`src/rtl/tetris_pkg.sv`:
```
// Shared constants and types for the Tetris VGA renderer: board geometry,
// 640x480@60 VGA timing and the pixel colour payload.
package tetris_pkg;

    localparam int unsigned BOARD_W     = 10;
    localparam int unsigned BOARD_H     = 20;
    localparam int unsigned BOARD_CELLS = BOARD_W * BOARD_H;

    localparam int unsigned H_ACTIVE     = 640;
    localparam int unsigned H_FP_END     = 656;
    localparam int unsigned H_SYNC_END   = 752;
    localparam int unsigned H_TOTAL      = 800;
    localparam int unsigned V_ACTIVE     = 480;
    localparam int unsigned V_SYNC_START = 490;
    localparam int unsigned V_SYNC_END   = 492;
    localparam int unsigned V_TOTAL      = 525;

    localparam int unsigned HCNT_W     = 10;
    localparam int unsigned VCNT_W     = 10;
    localparam int unsigned COL_W      = $clog2(BOARD_W);
    localparam int unsigned ROW_W      = $clog2(BOARD_H);
    localparam int unsigned CELL_IDX_W = $clog2(BOARD_CELLS);
    localparam int unsigned FRAME_PX   = 4;

    typedef struct packed {
        logic [7:0] r;
        logic [7:0] g;
        logic [7:0] b;
    } rgb_t;

    localparam rgb_t RGB_BLACK  = '{r: 8'h00, g: 8'h00, b: 8'h00};
    localparam rgb_t RGB_FILLED = '{r: 8'h00, g: 8'hff, b: 8'hff};
    localparam rgb_t RGB_EMPTY  = '{r: 8'h20, g: 8'h20, b: 8'h20};
    localparam rgb_t RGB_GRID   = '{r: 8'h40, g: 8'h40, b: 8'h40};
    localparam rgb_t RGB_FRAME  = '{r: 8'h80, g: 8'h80, b: 8'h80};

endpackage

```
`src/rtl/vga_timing.sv`:
```
// Pixel-enable divider and 800x525 raster counters with raw (unregistered)
// sync and active-area flags decoded from the current counter values.
module vga_timing
    import tetris_pkg::*;
(
    input  logic              clk,
    input  logic              resetn,
    output logic              pix_en,
    output logic [HCNT_W-1:0] hcount,
    output logic [VCNT_W-1:0] vcount,
    output logic              hsync_n_c,
    output logic              vsync_n_c,
    output logic              active_c
);

    logic h_last;
    logic v_last;

    assign h_last = (hcount == HCNT_W'(H_TOTAL - 1));
    assign v_last = (vcount == VCNT_W'(V_TOTAL - 1));

    // pix_en halves clk; the raster only moves on pix_en cycles
    always_ff @(posedge clk) begin
        if (!resetn) begin
            pix_en <= 1'b0;
            hcount <= '0;
            vcount <= '0;
        end else begin
            pix_en <= ~pix_en;
            if (pix_en) begin
                if (h_last) begin
                    hcount <= '0;
                    vcount <= v_last ? '0 : vcount + VCNT_W'(1);
                end else begin
                    hcount <= hcount + HCNT_W'(1);
                end
            end
        end
    end

    assign hsync_n_c = !((hcount >= HCNT_W'(H_FP_END)) && (hcount < HCNT_W'(H_SYNC_END)));
    assign vsync_n_c = !((vcount >= VCNT_W'(V_SYNC_START)) && (vcount < VCNT_W'(V_SYNC_END)));
    assign active_c  = (hcount < HCNT_W'(H_ACTIVE)) && (vcount < VCNT_W'(V_ACTIVE));

endmodule

```
`src/rtl/tetris_vga_renderer.sv`:
```
// Renders a 10x20 Tetris board as a VGA 640x480 image; the board is latched
// once per frame during vertical blanking so a frame never mixes two boards.
module tetris_vga_renderer
    import tetris_pkg::*;
#(
    parameter int unsigned CELL_PX  = 16,
    parameter int unsigned BOARD_X0 = 240,
    parameter int unsigned BOARD_Y0 = 80
) (
    input  logic                   clk,
    input  logic                   resetn,
    input  logic [BOARD_CELLS-1:0] board,
    output logic                   vga_clk,
    output logic                   vga_hs,
    output logic                   vga_vs,
    output logic                   vga_blank_n,
    output logic [7:0]             vga_r,
    output logic [7:0]             vga_g,
    output logic [7:0]             vga_b
);

    localparam int unsigned CELL_SHIFT = $clog2(CELL_PX);
    localparam int unsigned BOARD_X1   = BOARD_X0 + BOARD_W * CELL_PX;
    localparam int unsigned BOARD_Y1   = BOARD_Y0 + BOARD_H * CELL_PX;

    logic              pix_en;
    logic [HCNT_W-1:0] hcount;
    logic [VCNT_W-1:0] vcount;
    logic              hsync_n_c;
    logic              vsync_n_c;
    logic              active_c;

    logic [BOARD_CELLS-1:0] shadow;
    logic                   in_board_c;
    logic                   in_frame_c;
    logic                   edge_c;
    logic                   filled_c;
    logic [COL_W-1:0]       col_c;
    logic [ROW_W-1:0]       row_c;
    logic [CELL_IDX_W-1:0]  cell_idx_c;
    rgb_t                   pix_c;
    rgb_t                   pix_q;

    vga_timing u_timing (
        .clk       (clk),
        .resetn    (resetn),
        .pix_en    (pix_en),
        .hcount    (hcount),
        .vcount    (vcount),
        .hsync_n_c (hsync_n_c),
        .vsync_n_c (vsync_n_c),
        .active_c  (active_c)
    );

    // Region decode and cell address; index forced to 0 outside the board
    always_comb begin
        in_board_c = (32'(hcount) >= BOARD_X0) && (32'(hcount) < BOARD_X1) &&
                     (32'(vcount) >= BOARD_Y0) && (32'(vcount) < BOARD_Y1);
        in_frame_c = !in_board_c &&
                     (32'(hcount) + FRAME_PX >= BOARD_X0) && (32'(hcount) < BOARD_X1 + FRAME_PX) &&
                     (32'(vcount) + FRAME_PX >= BOARD_Y0) && (32'(vcount) < BOARD_Y1 + FRAME_PX);
        col_c  = COL_W'((hcount - HCNT_W'(BOARD_X0)) >> CELL_SHIFT);
        row_c  = ROW_W'((vcount - VCNT_W'(BOARD_Y0)) >> CELL_SHIFT);
        edge_c = (((hcount - HCNT_W'(BOARD_X0)) & HCNT_W'(CELL_PX - 1)) == HCNT_W'(CELL_PX - 1)) ||
                 (((vcount - VCNT_W'(BOARD_Y0)) & VCNT_W'(CELL_PX - 1)) == VCNT_W'(CELL_PX - 1));
        cell_idx_c = '0;
        if (in_board_c) begin
            cell_idx_c = CELL_IDX_W'(row_c) * CELL_IDX_W'(BOARD_W) + CELL_IDX_W'(col_c);
        end
        filled_c = shadow[cell_idx_c];
    end

    // Colour priority: grid line, cell fill, surrounding frame, background
    always_comb begin
        pix_c = RGB_BLACK;
        if (active_c) begin
            if (in_board_c) begin
                if (edge_c) begin
                    pix_c = RGB_GRID;
                end else if (filled_c) begin
                    pix_c = RGB_FILLED;
                end else begin
                    pix_c = RGB_EMPTY;
                end
            end else if (in_frame_c) begin
                pix_c = RGB_FRAME;
            end
        end
    end

    // Sync, blank and colour all registered on the same pix_en edge
    always_ff @(posedge clk) begin
        if (!resetn) begin
            vga_hs      <= 1'b1;
            vga_vs      <= 1'b1;
            vga_blank_n <= 1'b0;
            pix_q       <= RGB_BLACK;
            shadow      <= '0;
        end else if (pix_en) begin
            vga_hs      <= hsync_n_c;
            vga_vs      <= vsync_n_c;
            vga_blank_n <= active_c;
            pix_q       <= pix_c;
            if ((hcount == '0) && (vcount == VCNT_W'(V_ACTIVE))) begin
                shadow <= board;
            end
        end
    end

    assign vga_clk = pix_en;
    assign vga_r   = pix_q.r;
    assign vga_g   = pix_q.g;
    assign vga_b   = pix_q.b;

endmodule

```
`config.mk`:
```
export PLATFORM = sky130hd
export DESIGN_NAME = tetris_vga_renderer
export DESIGN_NICKNAME = d
export VERILOG_FILES = /design/src/rtl/tetris_pkg.sv /design/src/rtl/vga_timing.sv /design/src/rtl/tetris_vga_renderer.sv
export SDC_FILE = /design/constraint.sdc
export NUM_CORES = 1
export LEC_CHECK = 0
export ABC_AREA = 1
export BUFFER_PORTS_ARGS = -buffer_cell sky130_fd_sc_hd__buf_2
export CAP_MARGIN = 10
export CORE_MARGIN = 5
export CORE_UTILIZATION = 51
export CTS_CLUSTER_DIAMETER = 150
export CTS_CLUSTER_SIZE = 12
export DETAILED_ROUTE_END_ITERATION = 10
export GPL_ROUTABILITY_DRIVEN = 0
export GPL_TIMING_DRIVEN = 0
export PLACE_DENSITY = 0.81
export SYNTH_ARGS = -nofsm -noshare
export SYNTH_HDL_FRONTEND = slang
export SYNTH_HIERARCHICAL = 1
export SYNTH_SLANG_ARGS = --single-unit
```
`constraint.sdc`:
```
create_clock -name clk -period 10.61 [get_ports clk]
set_clock_uncertainty 0.15 [all_clocks]
set_input_delay 1.061 -clock clk [delete_from_list [all_inputs] [get_ports clk]]
set_output_delay 1.061 -clock clk [all_outputs]
set_load 0.01 [all_outputs]
```
# Word-level counts from Yosys, hierarchy flattened
# Cells that the tools add are included.
# totals
regBits,248
inputBits,202
output_inout_bits,28
wordCells,67
# op_classes
addsub,7
mul,1
order_cmp,15
n_eq_ne,5
muxes,10
bitwise_logic,1
reduce_logical,18
# op_table
operator,count
2-to-1 mux 24 bit,3
less-than comparator 10 x 9 -> 1 bit (second input constant),6
2-to-1 mux 23 bit,1
adder 10 x 3 -> 11 bit (second input constant),2
2-to-1 mux 22 bit,1
adder 10 x 1 -> 10 bit (second input constant),2
equality test 10 bit (second input constant),2
less-than comparator 10 bit (second input constant),2
2-to-1 mux 10 bit,2
>= comparator 11 x 7 -> 1 bit (second input constant),1
>= comparator 11 x 8 -> 1 bit (second input constant),1
logical AND 1 bit,11
equality test 10 x 9 -> 1 bit (second input constant),1
>= comparator 10 bit (second input constant),1
>= comparator 10 x 7 -> 1 bit (second input constant),1
>= comparator 10 x 8 -> 1 bit (second input constant),1
>= comparator 10 x 9 -> 1 bit (second input constant),1
logical NOT 10 bit,1
less-than comparator 8 x 9 -> 1 bit (second input constant),1
subtractor 9 x 7 -> 9 bit (second input constant),1
adder 8 x 4 -> 8 bit,1
binary-select mux 1 bit (select 8 bit),1
equality test 4 bit (second input constant),2
2-to-1 mux 8 bit,1
other kinds (7),10

# Logic depth before layout (Yosys ltp)
# depth
depth_word,12
depth_mapped,25

# Cells and area by module
# Netlist, hierarchy kept.
# by_module_without_submodules
mod,instances,cells_each,area_per_inst_um2
tetris_vga_renderer,1,1641,11290.8
vga_timing,1,190,1243.7

# Worst setup path after synthesis
# Ideal clock, no wire load.
# synth_path
kind,reg-to-reg
start,reg u_timing.hcount[4]
end,reg pix_q (netlist bit vga_g[4])
t_arrival_ps,3451
required_ps,10390
setup_slack_ps,6938
path_stages_with_launch,23
path_buffers,5
period_less_slack_ps,3672
path_cell_list,dfxtp_1 inv_1 clkbuf_1 clkbuf_1 ha_1 ha_1 inv_1 fa_1 nand3b_4 buf_6 buf_6 buf_4 nand3_1 nand3_1 nand3_1 nand3_1 nand2_1 nand2_1 nand2_1 nand2_1 nand2_1 nand3_1 a21oi_1
# synth_between
elab_chain_len,11
word_cells_on_any_way,16
cone_classes,add/sub (2); order compare (3); mux (7); reduce/logical (4)
# synth_rtl
element,line_no,source
from (decl),vga_timing.sv:9,"output logic [HCNT_W-1:0] hcount,"
from (signal assigned),vga_timing.sv:35,hcount <= hcount + HCNT_W'(1);
branches (longest 10 deep; another with subtractor 8 bit),-,
2-to-1 mux 24 bit *,tetris_vga_renderer.sv:76,if (active_c) begin
to (signal assigned),tetris_vga_renderer.sv:103,pix_q <= pix_c;
to (decl),tetris_vga_renderer.sv:42,rgb_t pix_q;
# Mark *: on every way between the ends. The select of a mux whose other input is x is not followed.
# A chain may end at the register's enable or synchronous reset.

# Worst setup path after layout
# Same ends and word-level chain as after synthesis.

==> flow_summary.toml <==
[pwr]
power_mw = 1.68
powerDensity_nw_per_um2 = 115
switching_share_pct = 23.3
sequentialPowerShare_pct = 51.7
vdd_drop_max_mv = 0.106
pwr-share-clk_pct = 42.9
internal-power_mw = 1.29
netSwitchingPower_mw = 0.392
p_leak_nw = 7.08
combPwrFrac_pct = 5.4

[clock_network]
cts_max_path_buffers = 3
ctsResizeCount = 0
tritoncts = "yes"
htreeDepth = 1
cts_root_buffer = "clkbuf_16"
path_clk_slew_ns = 0.06
post_cts_buffers = 0
clock_latency_ns = 0.54
cts_hold_buffers = 0
cts_buffers = 23
cts.sinks = 231

[sta]
hold_violations = 0
fmax_mhz = 193
timing.final.crit_period_ns = 5.19
setup_viol = 0
tightestPinTransition_ns = 0.962
tns_ns = 0
relSlewSlack_pct = 35.0
fin_crit_sh_pct = 48.9
grt_setup_unrepaired = "no"
final_max_slew_viol_count = 0

[final_layout]
mostFrequentLayoutCell = "inv_1"
num-fill-cells = 2272
nNetsFinal = 2311
synthToLayoutAreaGrowth_pct = 17.0
stdcell_count = 2408
mostFrequentLayoutCells = "inv_1 (370), nor2_1 (318), buf_2 (244)"
antenna_cells = 0
drive_above_1_share_pct = 16.4

[drt]
via_count = 12954
vias_per_cell = 5.38
dr.pass1.iters = 9
drt_wl_total_um = 39300
wire_per_inst_um = 16.3
drc = 0
ant_nets = 0
drt_iter0_drc = 1191

[yosys]
syn-mean-instance-area_um2 = 6.85
syn_inst = 1831
ys_types = 43
synth_seq_cells = 231
synth_xor_area_share_pct = 0.769
syn_area_um2 = 12500
yosys.area_share.simple_pct = 26.8
yosys.area_share.adder_pct = 2.62
yosysWarnings = 6
synthMuxAreaShare_pct = 0
seq_area_frac_synth_pct = 36.9
synth_top_family_by_area = "simple AND/OR/NAND/NOR gates"
ys.flop_type = "dfxtp_1"
synth-compound-area-share_pct = 16.3
synth_edf_count = 0
synth-async-reset-ratio_pct = 0

[floorplanning]
boundaryPins = 230
core_area_um2 = 24200
start_util_pct = 51.7
rows = 57
die_width_um = 167
die-area_um2 = 27800
die_h_um = 167

[critical_path]
crit_path_end_kind = "flop"
path_cells = "inv_1 -> clkbuf_1 -> clkbuf_1 -> ha_1 -> ha_1 -> inv_1 -> fa_1 -> nand3b_4 -> inv_2 -> clkbuf_1 -> nand3_1 -> nand3_1 -> nand3_1 -> nand3_1 -> nand2_1 -> nand2_1 -> nand2_1 -> nand2_1 -> nand2_1 -> nand3_1 -> a21oi_1"
slowest_stage = "clkbuf_1"
cp_data_required_time_ns = 10.86
path_max_fanout = 11
worstSetupStartpointType = "flop"
worstSetupPathType = "flop to flop"
critPathMaxStageDelay_ns = 0.64
arrival_ns = 5.44

[global_route]
grt.total_usage_pct = 26.9
grt_pass1_wl_um = 61600
grt_max_degree = 13
antenna_found_initial = 0
grt_overflow = 0
first_global_vias = 12545

[placed_design]
place_hpwl_um = 28800
port_buffers = 224
dp_cells = 2383

[run]
drv_cap = 0

[min_path]
hp-class = "flop to flop"

[outcome]
outcome = "finished clean"
==> worst paths after layout <==
path	from	slack, ns	end	cells past startpoint
hold / removal	vga_hs	0.31	vga_hs	2
setup reg to reg	u_timing/hcount[4]	5.42	vga_g[4]	21
setup / recovery	u_timing/hcount[4]	5.42	vga_g[4]	21
hold reg to reg	vga_hs	0.31	vga_hs	2
==> metal layers <==
layer	share of wire, %	GRT usage, %	vias up
met3	11	5.29	145
met2	45	43.7	661
met5	0	0	-
met4	5.2	13.4	0
li1	-	-	6301
met1	39	34.2	5847
==> through the flow <==
stage	hold WS, ns	setup slack (ns)	cell area, um2	util, %
final	0.308	5.42	14700	60.5
after global routing	0.321	5.16	14700	60.5
after CTS	0.311	5.51	14700	60.5
after detailed placement	0.295	5.54	14100	58.0
after global placement	0.286	5.59	14100	58.0
after floorplan	0.317	6.94	12500	-
==> Yosys cell counts, drive strengths merged (2+ instances only) <==
cell type	count	share of area [%]
dfxtp	231	37
nand3b	3	0.28
a211oi	201	12
ha	23	2.3
inv	377	11
o21ai	42	1.7
xor2	7	0.49
nor3	6	0.24
o211ai	22	1.3
or2	17	0.85
a31oi	2	0.10
nand2	228	7.2
a21oi	23	0.92
buf	53	3.1
nand4	26	1.3
nor4	2	0.10
clkbuf	75	2.2
nand3	152	6.3
fa	2	0.32
xnor2	4	0.28
nor2	328	10
==> worst max-delay path, delay by kind of cell (launching register included) <==
family	cells	cell delay [ns]
flip-flops	1	0.50
AO/OA/AOI/OAI	1	0.07
buffers and inverters	6	2.20
AND/OR/NAND/NOR	11	1.19
adder cells (fa/ha/maj)	3	0.94
==> flip-flops by register name, summed over array words and instances, names as in the netlist <==
register / flops
shadow: 200
u_timing/hcount: 10
u_timing/vcount: 10
vga_g: 4
vga_r: 3
u_timing/pix_en: 1
vga_blank_n: 1
vga_hs: 1
vga_vs: 1
==> power groups by stage <==
stage / combinational (mW) / clock (mW) / sequential, mW
6_report: 0.0903 / 0.722 / 0.871
5_1_grt: 0.0996 / 0.761 / 0.870
4_1_cts: 0.0896 / 0.720 / 0.871
3_5_place_dp: 0.0892 / 0 / 0.890
3_3_place_gp: 0.0884 / 0 / 0.890
2_1_floorplan: 0.0336 / 0 / 0.890
==> area by class of cell <==
class	instances	area (um2)	area share [%]
tap	324	405	2.76
timing repair buffer	224	1120	7.64
multi-input combinational	1098	5840	39.8
buffer	128	671	4.57
clock inverter	2	20.0	0.136
sequential	231	4620	31.5
clock buffer	23	576	3.92
inverter	378	1420	9.67
==> cell families after synthesis <==
kind of cell	count (synthesis)
AND/OR/NAND/NOR	764
flip-flops	231
buffers and inverters	506
adder cells (fa/ha/maj)	25
AO/OA/AOI/OAI	293
other	1
XOR/XNOR	11
Power figures use the tool's default switching activity.
